<file path="src/rtl/kernel_rx_parser.sv">
// Parses ASCII decimal kernel entries from a UART byte stream into a 3x3 kernel.
// The published kernel updates only when all nine entries have been received.
module kernel_rx_parser #(
  parameter int         MAX_VAL    = 255,
  parameter logic [7:0] RST_CENTER = 8'd1
) (
  input  logic         clk,
  input  logic         rst_n,
  input  logic         rx_valid,
  input  logic [7:0]   rx_data,
  input  logic         load_en,
  output logic [199:0] kernel_flat,
  output logic         kernel_valid,
  output logic         err,
  output logic [1:0]   err_code,
  output logic [3:0]   entry_cnt,
  output logic         load_busy
);

  typedef enum logic [1:0] {S_IDLE, S_NUM, S_ERR} state_e;

  localparam logic [9:0]  MAX_ACC     = 10'(MAX_VAL);
  localparam logic [13:0] ACC_SAT     = 14'd1023;
  localparam logic [1:0]  ERR_ILLEGAL = 2'd1;
  localparam logic [1:0]  ERR_RANGE   = 2'd2;
  localparam logic [7:0]  CH_LF       = 8'h0A;

  state_e           state_q, state_d;
  logic [9:0]       acc_q, acc_d;
  logic [3:0]       cnt_q, cnt_d;
  logic [8:0][7:0]  shadow_q, shadow_d;
  logic [8:0][7:0]  kernel_q, kernel_d;
  logic             kvalid_q, kvalid_d;
  logic             err_q, err_d;
  logic [1:0]       code_q, code_d;

  logic        accept, is_digit, is_sep, raise_err;
  logic [1:0]  cause;
  logic [3:0]  digit_val;
  logic [13:0] acc_mul;
  logic [9:0]  acc_sat;

  assign accept    = rx_valid && load_en;
  assign is_digit  = (rx_data >= 8'h30) && (rx_data <= 8'h39);
  assign is_sep    = (rx_data == 8'h20) || (rx_data == 8'h2C) || (rx_data == 8'h09) ||
                     (rx_data == 8'h0D) || (rx_data == CH_LF);
  assign digit_val = rx_data[3:0];
  // Wide product so that long digit runs clamp at 1023 instead of wrapping.
  assign acc_mul   = 14'(acc_q) * 14'd10 + 14'(digit_val);
  assign acc_sat   = (acc_mul > ACC_SAT) ? 10'd1023 : acc_mul[9:0];

  always_comb begin
    // NOTE: every signal written here gets a default first, so no path can infer a latch.
    state_d   = state_q;
    acc_d     = acc_q;
    cnt_d     = cnt_q;
    shadow_d  = shadow_q;
    kernel_d  = kernel_q;
    kvalid_d  = 1'b0;
    err_d     = 1'b0;
    code_d    = code_q;
    raise_err = 1'b0;
    cause     = ERR_ILLEGAL;

    if (accept) begin
      unique case (state_q)
        S_IDLE: begin
          if (is_digit) begin
            acc_d   = 10'(digit_val);
            state_d = S_NUM;
          end else if (!is_sep) begin
            raise_err = 1'b1;
          end
        end
        S_NUM: begin
          if (is_digit) begin
            acc_d = acc_sat;
          end else if (is_sep) begin
            if (acc_q > MAX_ACC) begin
              raise_err = 1'b1;
              cause     = ERR_RANGE;
            end else begin
              state_d = S_IDLE;
              acc_d   = '0;
              if (cnt_q == 4'd8) begin
                kernel_d    = shadow_q;
                kernel_d[8] = acc_q[7:0];
                kvalid_d    = 1'b1;
                cnt_d       = '0;
              end else begin
                shadow_d[cnt_q] = acc_q[7:0];
                cnt_d           = cnt_q + 4'd1;
              end
            end
          end else begin
            raise_err = 1'b1;
          end
        end
        S_ERR: begin
          if (rx_data == CH_LF) state_d = S_IDLE;
        end
        default: state_d = S_IDLE;
      endcase

      if (raise_err) begin
        err_d    = 1'b1;
        code_d   = cause;
        cnt_d    = '0;
        acc_d    = '0;
        shadow_d = '0;
        // An overflow committed by LF has already reached end of line.
        state_d  = (rx_data == CH_LF) ? S_IDLE : S_ERR;
      end
    end
  end

  always_ff @(posedge clk or negedge rst_n) begin
    if (!rst_n) begin
      state_q     <= S_IDLE;
      acc_q       <= '0;
      cnt_q       <= '0;
      // NOTE: the shadow array is reset too, since partial kernels must not survive a reset.
      shadow_q    <= '0;
      kernel_q    <= '0;
      kernel_q[4] <= RST_CENTER;
      kvalid_q    <= 1'b0;
      err_q       <= 1'b0;
      code_q      <= '0;
    end else begin
      // NOTE: non-blocking assignments keep every register sampling pre-edge values.
      state_q  <= state_d;
      acc_q    <= acc_d;
      cnt_q    <= cnt_d;
      shadow_q <= shadow_d;
      kernel_q <= kernel_d;
      kvalid_q <= kvalid_d;
      err_q    <= err_d;
      code_q   <= code_d;
    end
  end

  assign kernel_flat  = {128'd0, kernel_q};
  assign kernel_valid = kvalid_q;
  assign err          = err_q;
  assign err_code     = code_q;
  assign entry_cnt    = cnt_q;
  assign load_busy    = (cnt_q != 4'd0) || (state_q == S_NUM);

endmodule

</file>
<file path="config.mk">
export PLATFORM = sky130hd
export DESIGN_NAME = kernel_rx_parser
export DESIGN_NICKNAME = d
export VERILOG_FILES = /design/src/rtl/kernel_rx_parser.sv
export SDC_FILE = /design/constraint.sdc
export NUM_CORES = 1
export LEC_CHECK = 0
export CAP_MARGIN = 5
export CORE_ASPECT_RATIO = 1.25
export CORE_MARGIN = 2
export CORE_UTILIZATION = 45
export CTS_BUF_LIST = sky130_fd_sc_hd__clkbuf_16
export CTS_CLUSTER_DIAMETER = 150
export DETAILED_ROUTE_END_ITERATION = 8
export HOLD_SLACK_MARGIN = 0.1
export PLACE_DENSITY = 0.88
export SYNTH_ARGS = -nofsm -noshare
export SYNTH_HDL_FRONTEND = slang
export SYNTH_SLANG_ARGS = --single-unit
</file>
<file path="constraint.sdc">
create_clock -name clk -period 5.9 [get_ports clk]
set_input_delay 0.59 -clock clk [delete_from_list [all_inputs] [get_ports clk]]
set_output_delay 0.59 -clock clk [all_outputs]
set_load 0.02 [all_outputs]
</file>
==> flow_summary.yaml, run 1 <==
global_route:
  grt_max_degree: 102
  grt-ovfl-total: 0
  gr-usage-all-layers: 0.176
  antenna_found_initial: 0
  grt_pass1_wl_mm: 26.1
  grt_pass1_vias: 4964
sta:
  tns_ps: 0
  fin_hold_ws_ps: 273
  worst_slew_pin_slew_ps: 1190
  layout_worst_path_cycle_share: 0.600
  setup-violations-final: 0
  min_period_ps: 3540
  hold_viol: 0
  drv_slew: 0
  max_freq_mhz: 282
  rsz0062_at_grt: "no"
  finClkSkew_ps: 10.3
  slew_headroom: 0.206
logic_synthesis:
  syn_inst: 677
  synth_cell_types: 61
  synth_edf_count: 0
  avgSynthCellArea_um2: 11.9
  synth_ff_type: "dfrtp_1"
  ys_ff_latch: 156
  yosysWarningCount: 0
  seq_area_frac_synth: 0.485
  syn_area_um2: 8050
  ys_async_sr_fraction: 1.00
placed_design:
  dp_cells: 964
  gp_congestion: 0.898
  place_area_um2: 8600
  port_buffers: 92
  hpwlAfterDp_mm: 11.6
clocking:
  postCtsSetupRepairBufs: 0
  cts_tree: "yes"
  htreeDepth: 4
  cts_inserted_buffers: 17
  ctsHoldBuffers: 0
  clock-sinks: 156
  clockBufferDepth: 2
  ctsResizeCount: 0
  insertion_delay_ps: 420
  cts_root_buffer: "clkbuf_16"
  clkSlewWorstSetupHoldPaths_ps: 60
job:
  drv_cap: 0
critical_path:
  end_kind: "flip-flop"
  crit_buf_inv: 1
  worstRegToRegCells: 10
  cp.required_ps: 6200
  critPathLaunchType: "flip-flop"
  r2r_slack_ps: 2360
  cp.arrival_ps: 3840
  path_class: "reg -> reg"
  slowest_delay_ps: 780
  crit-reg2reg-launch: "acc_q[1]"
  cp_slowest_cell: "dfrtp_1"
  cpLargestDelayFamily: "compound AO/OA/AOI/OAI gates"
  crit_fanout: 14
  timing.critical_path.mode_cell: "ha_1"
  regToRegEndpoint: "acc_q[0]"
  crit_chain: "ha_1, ha_1, inv_1, fa_1, nand2b_1, a21oi_1, nand4bb_1, o32ai_1, o21ai_2, a221oi_1"
route:
  viasPerCell: 5.37
  drt_iter0_drc: 372
  drt_pass1_iterations: 4
  wl_mm: 16.8
  ant_nets: 0
  vias: 5348
  avgRoutedWirePerCell_um: 16.9
  drc_errors: 0
power_and_ir_drop:
  leakage_nw: 4.38
  power.total_w: 0.00252
  vdd_drop_max_v: 0.000225
  power_density_nw_per_um2: 275
final_layout:
  final_cell_area_um2: 9180
  area_growth_pct: 14.0
  n_antenna_cell: 0
  instances_no_fill: 996
  layout-drive-gt1-share: 0.163
  layout.nets: 796
floorplan:
  fp.dieW_um: 124
  die_area_um2: 19000
  start_util: 0.460
  boundaryPins: 221
  core_area_um2: 17500
  fp.dieH_um: 154
  rows: 54
min_path:
  hold_path_class: "in -> async"
status:
  status: "complete, no violations"
power breakdown:
group | internal, W | total (W) | switching, W | leakage [nW]
Clock | 0.000622 | 0.00106 | 0.000436 | 0.274
Sequential | 0.00109 | 0.00112 | 0.0000346 | 2.16
Combinational | 0.0000905 | 0.000342 | 0.000251 | 1.95
Total | 0.00180 | 0.00252 | 0.000722 | 4.38
flip-flops by register name, indices dropped and copies added (netlist names):
name	flops
kernel_flat	72
shadow_q	64
acc_q	10
entry_cnt	4
err_code	2
state_q	2
err	1
kernel_valid	1
through the flow:
step,worst slack [ps],utilization
2_1_floorplan,3120,-
3_3_place_gp,2230,0.492
3_5_place_dp,2120,0.492
4_1_cts,2360,0.525
5_1_grt,2120,0.525
6_report,2360,0.525
worst max-delay path by stage:
stage | startpoint | to | slack [ps] | cells after the start
after global routing | acc_q[4] | acc_q[7] | 2120 | 8
after global placement | rx_data[1] | shadow_q[35] | 2230 | 7
after detailed placement | rx_data[1] | shadow_q[51] | 2120 | 7
after floorplan | acc_q[1] | acc_q[0] | 3120 | 10
after CTS | acc_q[1] | acc_q[0] | 2360 | 10
final | acc_q[1] | acc_q[0] | 2360 | 10
cells in the mapped netlist (all sizes together), types with 5 or more instances:
cell type	number	area (um^2)
a21oi	22	114
a22o	33	289
a32o	32	320
buf	146	1120
clkbuf	16	60.1
dfrtp	155	3880
ha	23	288
inv	12	45.0
mux2	73	822
nand2	14	52.6
nand3	10	50.1
nor2	19	71.3
nor3	13	65.1
nor3b	7	57.6
o21ai	19	118
xor2	5	43.8
layout make-up:
cell class	count	area, um^2
timing repair buffer	98	967
multi-input combinational	474	3410
tap	224	280
inverter	12	45.0
fill	1464	8320
clock buffer	17	425
clock inverter	15	149
sequential	156	3910
layout by cell type (no fill, tap or decap), types with 4 or more instances in the layout:
master	count
dfrtp_1	155
conb_1	128
clkdlybuf4s50_1	91
mux2_2	73
a22o_1	33
a32o_1	32
ha_1	23
a21oi_1	21
nor2_1	19
clkbuf_16	17
nand2_1	14
inv_1	13
nor3_1	13
o21ai_0	10
nand3_1	10
nor3b_1	6
o21ai_2	6
buf_4	6
xor2_1	5
and2_1	4
a21o_1	4
and3_1	4
nand3b_1	4
and4b_1	4
clkinvlp_4	4
layer usage:
metal	share of wire	vias to the layer above	global-route usage	wire [um]
li1	-	2388	-	-
met2	0.53	244	0.312	8860
met4	0.019	0	0.0644	320
met1	0.38	2690	0.202	6370
met5	0	-	0	0
met3	0.074	26	0.0456	1240
cells by family (layout without fill, tap and decap cells):
logic type / Yosys count / count (layout) / share of synthesized area
buffers and inverters: 174 / 142 / 0.152
and+or+nand+nor: 99 / 99 / 0.0709
AOI/OAI and AO/OA: 141 / 141 / 0.140
DFF: 156 / 156 / 0.485
other: 1 / 128 / 0.000466
muxes: 73 / 73 / 0.102
xor gates and xnor gates: 8 / 8 / 0.00870
adders and majority gates: 25 / 25 / 0.0407
Note: power is estimated with default switching activity, not from simulation.
==> run 2, diff against run 1 <==
Clock period 5.9 ns to 3.34 ns, I/O delays scaled along.
==> run 2 against run 1 <==
  * Power up 77%
  * Setup slack worse by 2200 ps
  * Sequential cell count unchanged
  * Critical path depth unchanged
==> flow_summary.yaml, run 2 (synthesis results as in run 1) <==
clocking:
  insertion_delay_ps: 420
  clkSlewWorstSetupHoldPaths_ps: 70
  cts_inserted_buffers: 17
  postCtsSetupRepairBufs: 0
  htreeDepth: 4
  clock-sinks: 156
  cts_tree: "yes"
  cts_root_buffer: "clkbuf_16"
  clockBufferDepth: 2
final_layout:
  largest_reg_flops: 72
  final_cell_mix: "155 x dfrtp_1, 128 x conb_1, 91 x clkdlybuf4s50_1"
  n_antenna_cell: 0
  layout-drive-gt1-share: 0.183
  fill_cells: 1469
  layout_commonest_cell: "dfrtp_1"
  layout.nets: 812
  final_cell_area_um2: 9340
  multiInputGateArea_um2: 3410
  ff_latch_area_um2: 3910
  area_growth_pct: 16.0
floorplan:
  fp.dieW_um: 124
  fp.dieH_um: 154
  boundaryPins: 221
  start_util: 0.460
  rows: 54
  core_area_um2: 17500
  die_area_um2: 19000
placed_design:
  hpwlAfterDp_mm: 12.3
  place_area_um2: 8750
  port_buffers: 92
  gp_congestion: 0.865
route:
  drt_iter0_drc: 361
  wl_mm: 17.5
  drt_pass1_iterations: 5
  vias: 5507
  viasPerCell: 5.44
  drc_errors: 0
  avgRoutedWirePerCell_um: 17.3
  ant_nets: 0
job:
  drv_cap: 0
sta:
  finClkSkew_ps: 9.10
  fin_hold_ws_ps: 495
  max_freq_mhz: 316
  tns_ps: 0
  slew_headroom: 0.200
  setup-violations-final: 0
  layout_worst_path_cycle_share: 0.948
  min_period_ps: 3170
  drv_slew: 0
  worst_slew_pin_slew_ps: 1190
  hold_viol: 0
  rsz0062_at_grt: "no"
global_route:
  grt_max_degree: 89
  grt_pass1_wl_mm: 27.8
  use_met3: 0.0516
  use_met2: 0.325
  busiest_layer: "met2"
  gr-usage-all-layers: 0.188
  grt-ovfl-total: 0
  grt_use_met1: 0.211
  grt_pass1_vias: 5393
  antenna_found_initial: 0
critical_path:
  timing.critical_path.mode_cell: "ha_1"
  cpLargestDelayFamily: "compound AO/OA/AOI/OAI gates"
  slowest_delay_ps: 530
  cp_slowest_cell: "dfrtp_1"
  crit_chain: "ha_1, ha_1, inv_1, fa_1, nand2b_1, a21oi_1, nand4bb_1, o32ai_1, o21ai_2, a221oi_1"
  end_kind: "flip-flop"
  path_class: "reg -> reg"
  crit_buf_inv: 1
  critPathLaunchType: "flip-flop"
  crit_fanout: 8
  cp.arrival_ps: 3490
  cp.required_ps: 3660
status:
  status: "complete, no violations"
power_and_ir_drop:
  vdd_drop_max_v: 0.000359
  power_density_nw_per_um2: 478
  leakage_nw: 4.48
min_path:
  hold_path_class: "reg -> reg"
run 2: cell types whose count changed in the layout (fill, tap and decap cells not counted), sizes merged:
| cell | delta |
|---|---|
| buf | +15 |
| bufinv | -2 |
| clkinv | -2 |
| clkinvlp | -2 |
| dlygate4sd3 | +1 |
| inv | +6 |
run 2: final timing paths:
path,depth (start not counted),slack (ps),startpoint,end
setup / recovery,10,170,acc_q[3],acc_q[0]
hold / removal,1,490,shadow_q[32],shadow_q[32]
setup reg to reg,10,170,acc_q[3],acc_q[0]
hold reg to reg,1,490,shadow_q[32],shadow_q[32]
max in group asynchronous,3,1920,rst_n,kernel_flat[32]
min in group asynchronous,2,550,rst_n,kernel_valid
run 2: layer usage:
| metal | wire [um] | share of wire |
|---|---|---|
| met3 | 1310 | 0.075 |
| met2 | 9010 | 0.52 |
| met5 | 0 | 0 |
| met4 | 671 | 0.038 |
| met1 | 6500 | 0.37 |
run 2: cell type report:
cell class	instances	share of cell area
inverter	12	0.00482
sequential	156	0.418
timing repair buffer	114	0.121
tap	224	0.0300
clock buffer	17	0.0455
clock inverter	15	0.0161
multi-input combinational	474	0.365
run 2: repair_timing:
action                                  4_1_cts  5_1_grt
endpoints found under the setup margin        0        4
hold buffers                                  1        0
gates resized for setup                       0        1
endpoints found under the hold margin        87        0
run 2: stage by stage:
step / power (W) / worst slack [ps] / cells / utilization
final: 0.00447 / 173 / 1012 / 0.534
after global routing: 0.00463 / 6.54 / 1012 / 0.534
after CTS: 0.00448 / 175 / 1012 / 0.534
after detailed placement: 0.00262 / 194 / 979 / 0.500
after global placement: 0.00261 / 314 / 979 / 0.500
after floorplan: 0.00253 / 564 / 804 / -
run 2: power by group:
| group | total (W) | leakage, nW | internal, W | switching (W) |
|---|---|---|---|---|
| registers | 0.00198 | 2.16 | 0.00192 | 0.0000572 |
| clock network | 0.00186 | 0.281 | 0.000997 | 0.000864 |
| logic | 0.000629 | 2.04 | 0.000169 | 0.000460 |
